--- src/rtl/game_pkg.sv ---
// rtl/game_pkg.sv - shared encodings for the dice-to-fifteen game (controller and choice block)
package game_pkg;

  localparam logic [1:0] RES_CONTINUE = 2'b00;
  localparam logic [1:0] RES_LOST     = 2'b01;
  localparam logic [1:0] RES_WON      = 2'b10;

  localparam logic [1:0] STAT_PLAYING = 2'b00;
  localparam logic [1:0] STAT_LOST    = 2'b01;
  localparam logic [1:0] STAT_WON     = 2'b10;

  localparam logic [3:0] MAX_SCORE = 4'd15;

  typedef enum logic [2:0] {
    ST_IDLE,
    ST_ISSUE,
    ST_WAIT_RESP,
    ST_WON,
    ST_LOST
  } state_t;

  function automatic logic [2:0] next_face(input logic [2:0] face);
    return (face == 3'd6) ? 3'd1 : face + 3'd1;
  endfunction

endpackage

--- src/rtl/dice_counter.sv ---
// rtl/dice_counter.sv - free-running die face counter cycling 1..6
module dice_counter
  import game_pkg::*;
(
  input  logic       i_clk,
  input  logic       i_rst,
  output logic [2:0] o_face
);

  logic [2:0] r_face;

  always_ff @(posedge i_clk) begin
    if (i_rst) begin
      r_face <= 3'd1;
    end else begin
      r_face <= next_face(r_face);
    end
  end

  assign o_face = r_face;

endmodule

--- src/rtl/game_ctrl.sv ---
// rtl/game_ctrl.sv - turn controller: roll/choose handshake initiator, score and status owner
// Optional turn limit enabled by defining GAME_CTRL_TURN_LIMIT_EN.
module game_ctrl
  import game_pkg::*;
#(
  parameter int TURN_LIMIT = 8
) (
  input  logic       clk,
  input  logic       rst,
  input  logic       roll,
  input  logic       restart,
  input  logic       choose_done,
  input  logic [1:0] choose_result,
  input  logic [3:0] choose_score,
  output logic       choose_start,
  output logic [2:0] num,
  output logic [3:0] score,
  output logic [1:0] status,
  output logic       busy
);

  state_t     r_state;
  state_t     w_state_nxt;
  logic [2:0] w_face;
  logic [2:0] r_num;
  logic [3:0] r_score;
  logic [3:0] w_score_nxt;
  logic       r_roll_d;
  logic       w_roll_edge;
  logic       w_resp_take;
  logic       w_limit_hit;

  dice_counter u_dice (
    .i_clk  (clk),
    .i_rst  (rst),
    .o_face (w_face)
  );

  // r_roll_d resets high so a button held through reset is not an edge
  assign w_roll_edge = roll & ~r_roll_d;
  assign w_resp_take = (r_state == ST_WAIT_RESP) & choose_done;

`ifdef GAME_CTRL_TURN_LIMIT_EN
  localparam logic [3:0] LIMIT = 4'(TURN_LIMIT);
  logic [3:0] r_turns;

  always_ff @(posedge clk) begin
    if (rst || restart) begin
      r_turns <= 4'd0;
    end else if (w_resp_take) begin
      r_turns <= r_turns + 4'd1;
    end
  end

  assign w_limit_hit = ((r_turns + 4'd1) == LIMIT);
`else
  assign w_limit_hit = 1'b0;
`endif

  always_comb begin
    w_state_nxt = r_state;
    w_score_nxt = r_score;
    case (r_state)
      ST_IDLE: begin
        if (w_roll_edge) w_state_nxt = ST_ISSUE;
      end
      ST_ISSUE: begin
        w_state_nxt = ST_WAIT_RESP;
      end
      ST_WAIT_RESP: begin
        if (choose_done) begin
          case (choose_result)
            RES_WON: begin
              w_state_nxt = ST_WON;
              w_score_nxt = MAX_SCORE;
            end
            // choose_score may be a truncated 16 here, so it is not used
            RES_LOST: begin
              w_state_nxt = ST_LOST;
              w_score_nxt = 4'd0;
            end
            default: begin
              w_state_nxt = ST_IDLE;
              if (choose_result == RES_CONTINUE) w_score_nxt = choose_score;
              if (w_limit_hit) begin
                w_state_nxt = ST_LOST;
                w_score_nxt = 4'd0;
              end
            end
          endcase
        end
      end
      default: begin
        w_state_nxt = r_state;
      end
    endcase
  end

  always_ff @(posedge clk) begin
    if (rst) begin
      r_state  <= ST_IDLE;
      r_num    <= 3'd1;
      r_score  <= 4'd0;
      r_roll_d <= 1'b1;
    end else begin
      r_roll_d <= roll;
      if (restart) begin
        r_state <= ST_IDLE;
        r_num   <= 3'd1;
        r_score <= 4'd0;
      end else begin
        r_state <= w_state_nxt;
        r_score <= w_score_nxt;
        if ((r_state == ST_IDLE) && w_roll_edge) r_num <= w_face;
      end
    end
  end

  always_comb begin
    status = STAT_PLAYING;
    case (r_state)
      ST_WON:  status = STAT_WON;
      ST_LOST: status = STAT_LOST;
      default: status = STAT_PLAYING;
    endcase
  end

  assign choose_start = (r_state == ST_ISSUE);
  assign busy         = (r_state == ST_ISSUE) || (r_state == ST_WAIT_RESP);
  assign num          = r_num;
  assign score        = r_score;

endmodule

--- config.mk ---
export PLATFORM = sky130hd
export DESIGN_NAME = game_ctrl
export DESIGN_NICKNAME = d
export VERILOG_FILES = /design/src/rtl/game_pkg.sv /design/src/rtl/dice_counter.sv /design/src/rtl/game_ctrl.sv
export SDC_FILE = /design/constraint.sdc
export NUM_CORES = 1
export LEC_CHECK = 0
export BUFFER_PORTS_ARGS = -buffer_cell sky130_fd_sc_hd__buf_2
export CORE_MARGIN = 1.5
export CORE_UTILIZATION = 43
export DETAILED_ROUTE_END_ITERATION = 7
export GPL_TIMING_DRIVEN = 0
export PLACE_DENSITY = 0.72
export SLEW_MARGIN = 20
export SYNTH_ARGS = -nofsm -noshare
export SYNTH_HDL_FRONTEND = slang
export SYNTH_SLANG_ARGS = --single-unit
export TNS_END_PERCENT = 20
--- constraint.sdc ---
create_clock -name clk -period 1.55 [get_ports clk]
set_clock_uncertainty 0.1 [all_clocks]
set_input_delay 0 -clock clk [delete_from_list [all_inputs] [get_ports clk]]
set_output_delay 0 -clock clk [all_outputs]
set_load 0.02 [all_outputs]
# After elaboration in Yosys (flattened, before gate mapping)
# Index checks and enable logic that the tools add are counted.
# totals
register_bits	14
in_bits	11
word_cells	34
# classes
add_sub_neg	1
n_eq_ne	9
n_mux	7
n_bitwise	2
reduce_logical	10
# op_table
operator	count
$pmux W3 S3	1
$pmux W4 S2	1
$eq A3 B2 Y1 const B	2
$eq A3 B3 Y1 const B	2
$mux W3	2
$pmux W3 S2	1
$reduce_and A3 Y1	2
$reduce_bool A3 Y1	2
$mux W4	1
$ne A2 B2 Y1 const B	2
$pmux W2 S2	1
$reduce_or A2 Y1	2
$add A3 B1 Y3 const B	1
$eq A3 B1 Y1 const B	1
$logic_not A3 Y1	1
$eq A2 B1 Y1 const B	1
$eq A2 B2 Y1 const B	1
$logic_not A2 Y1	1
$and A1 B1 Y1	1
$logic_and A1 B1 Y1	1
$logic_or A1 B1 Y1	1
$not A1 Y1	1

# Longest topological paths before layout
# depth
depth_word	4
mapped_depth	6

# Modules after synthesis
# From an unflattened synthesis, not the netlist that was laid out.
# unflattened
hier_cells	77
area_unflattened_um2	716.9
# modules_own_cells
module	instances	cells_per_inst	area_each_um2	seq_area_each_um2
game_ctrl	1	65	593.1	220.2
dice_counter	1	12	123.9	60.1

# Worst setup path after synthesis
# No wires, ideal clock.
# synth_timing
path_kind	register -> register
start	reg r_state[1]
end	reg r_num[1] (netlist: num[1])
arrival_time_ps	1346
setup_slack_ps	-14
stages_incl_launch_ff	6
n_path_buf	2
path_cell_list	dfxtp_1 -> buf_6 -> or4b_1 -> or2_1 -> buf_6 -> mux2i_1
# synth_between
elab_chain_len	2
# synth_lines
element	line	rtl
from (decl)	game_ctrl.sv:22	state_t r_state;
from (signal assigned)	game_ctrl.sv:112	r_state <= w_state_nxt;
$logic_not A3 Y1	game_ctrl.sv:114	if ((r_state == ST_IDLE) && w_roll_edge) r_num <= w_face;
$logic_and A1 B1 Y1	game_ctrl.sv:114	
to (signal assigned)	game_ctrl.sv:114	
to (decl)	game_ctrl.sv:25	logic [2:0] r_num;
# Every way passes these cells.
# A chain may end at the register's enable or synchronous reset.

# Final worst setup path
# layout_timing
start	reg r_state[1]
end	reg r_num[0] (netlist: num[0])
# Same word-level chain as after synthesis.

==> flow_metrics.tcl <==
set metrics [dict create \
    outcome "complete, no violations" \
    synth_area_per_cell_um2 8.98 \
    worst_pin_slew_ns 0.320 \
    p_leak_nw 0.420 \
    cts_made_buffers 3 \
    num_rows 14 \
    fp.dieH_um 43.4 \
    finalHoldWorstSlack_ns 0.0433 \
    drt_iter0_markers 17 \
    synth_area_leader_cell "dfxtp_1" \
    root_buffer "clkbuf_4" \
    start_util_pct 46.0 \
    boundaryPins 22 \
    finalCritPeriodShare_pct 98.4 \
    diodes 0 \
    grt_pass1_vias 560 \
    postLayoutCellArea_um2 896 \
    finalSetupViolCount 0 \
    layout-drive-gt1-share_pct 30.2 \
    yosysMostFrequentCell "dfxtp_1" \
    ys_warn_count 0 \
    hold_start "choose_score[2]" \
    hold_violations 0 \
    place_inst 115 \
    htree_levels 1 \
    core-area_um2 1520 \
    finalPower_mw 0.671 \
    ys_seq_area_share_pct 40.0 \
    crit_end "num[0]" \
    netlist.area_leader.share_pct 40.0 \
    grt_pass1_wl_um 2170 \
    grt.overflow.total 0 \
    clk_path_buf_depth 2 \
    synth_edf_count 0 \
    grt_max_degree 9 \
    postRouteAntennaNets 0 \
    required_ns 1.66 \
    cts_tree "done" \
    synth_async_sr_flop_share_pct 0 \
    slew_violations 0 \
    p_per_area_nw_per_um2 749 \
    synthTopCellsByCount "14 x dfxtp_1, 7 x a21oi_1, 7 x mux2i_1, 7 x nor2_1, 6 x o21ai_0" \
    synth_area_leaders "dfxtp_1 40%, mux2i_1 10%, ha_1 8.9%" \
    synthDistinctLibCells 24 \
    cap_violations 0 \
    max-vdd-ir-drop_v 0.000636 \
    max_freq_ghz 0.656 \
    critPathArrivalTime_ns 1.63 \
    die_area_um2 1880 \
    vias 618 \
    clk_pin_slew_ns 0.08 \
    syn-cell-area_um2 701 \
    clk-insertion-delay-late_ns 0.27 \
    syn2layout_area_growth_pct 27.9 \
    clock_sinks 14 \
    vias_per_cell 5.07 \
    reg2reg_slack_ns 0.02 \
    grt_use_total_pct 15.6 \
    dpl-instance-area_um2 826 \
    timing.slew.headroom_pct 78.7 \
    drt_wl_total_um 1330 \
    fin_crit_ns 1.53 \
    firstDrtPassIters 5 \
    fin_setup_tns_ns 0 \
    end_kind "flip-flop" \
    drc 0 \
    crit_start "r_state[1]" \
    synth-main-ff-cell "dfxtp_1" \
    r2r-end "num[0]" \
    grt_setup_unrepaired "true" \
    dp.final_hpwl_um 964 \
    final_net_count 124 \
    path_class "flip-flop to flip-flop" \
    worstHoldPathType "input port to flip-flop" \
    synth.net_count 94 \
    wl_per_cell_um 10.9 \
    reg2reg_from "r_state[1]" \
    antenna_found_initial 0 \
    ys_ff_latch 14 \
    gp_congestion 0.752 \
    fin_cells 122 \
    syn_inst 78 \
    start_kind "flip-flop" \
    crit_path_max_fanout 5 \
    port-buffer-count 21 \
    die_w_um 43.4 \
    rr_worst_depth 3 \
]
## critical path, cell delays in order (launching register included)
cell and delay (ns):
dfxtp_4 0.36, or4b_4 0.54, or2_4 0.29, o211ai_1 0.16
## flip-flops by register name, summed over array words and instances (netlist names)
signal	flops
score	4
r_roll_d	1
r_state	3
num	3
u_dice.o_face	3
## cell type report
type,instances,area [um^2]
well taps,16,20.0
repair buffers,27,163
plain buffers,2,7.51
clock buffers,3,22.5
inverters,5,18.8
multi-input cells,55,378
flip-flops and latches,14,287
fillers,144,628
## per-stage QoR
step / setup slack, ns / utilization [%]
after floorplan: 0.00164 / -
after global routing: -0.0323 / 58.8
final: 0.0247 / 58.8
after detailed placement: -0.0570 / 54.2
after CTS: 0.0220 / 58.7
after global placement: -0.0350 / 54.2
## per-layer routing
layer	vias up	GRT usage [%]	wire length, um
met5	-	0	0
met4	0	3.64	10
met3	2	7.50	58
met2	11	26.6	659
met1	280	17.6	600
li1	325	-	-
## power by group
part	internal (mW)	switching, mW	total, mW	leakage, nW
Clock	0.0900	0.105	0.195	0.0138
Combinational	0.0508	0.0458	0.0967	0.290
Sequential	0.370	0.00925	0.379	0.116
## cells in the final DEF (no fill, tap or decap)
cell type      count
nand2b_1           2
dfxtp_4            1
buf_1              1
a21o_1             1
clkbuf_4           3
nand2_1            5
o21ai_0            5
o21ai_1            1
mux2i_1            7
xnor2_1            1
and3_1             1
inv_1              5
buf_2             21
o22ai_1            1
dfxtp_2            2
o211ai_1           1
dfxtp_1           11
or2_2              2
a41oi_1            1
dlygate4sd3_1      5
nor2b_1            1
a21oi_1            7
ha_1               5
or2_4              1
nand4bb_1          1
nor2_1             7
or3_1              4
or4b_4             1
buf_4              1
clkbuf_1           1
## timing repair
action	4_1_cts	5_1_grt
pin swaps	1	3
resized for setup	3	4
setup buffers	0	1
endpoints found under the hold margin	8	0
hold buffers	5	0
setup endpoints to repair	4	4
## worst min-delay path by stage
stage                             to  slack [ns]  depth (start not counted)
global placement            r_roll_d        0.11                          2
CTS                         score[2]        0.04                          4
detailed placement          r_roll_d        0.11                          2
global route                score[2]        0.03                          4
finish                      score[2]        0.04                          4
floorplan           u_dice.o_face[2]       -0.03                          1
## cell families after synthesis
logic type,synth area share (%)
AND/OR/NAND/NOR,19.3
AO/OA/AOI/OAI,13.6
XOR/XNOR,1.25
multiplexers,10.0
buffers and inverters,6.96
adder cells (fa/ha/maj),8.93
flip-flops,40.0
No activity file was read; power rests on OpenSTA's default activity.
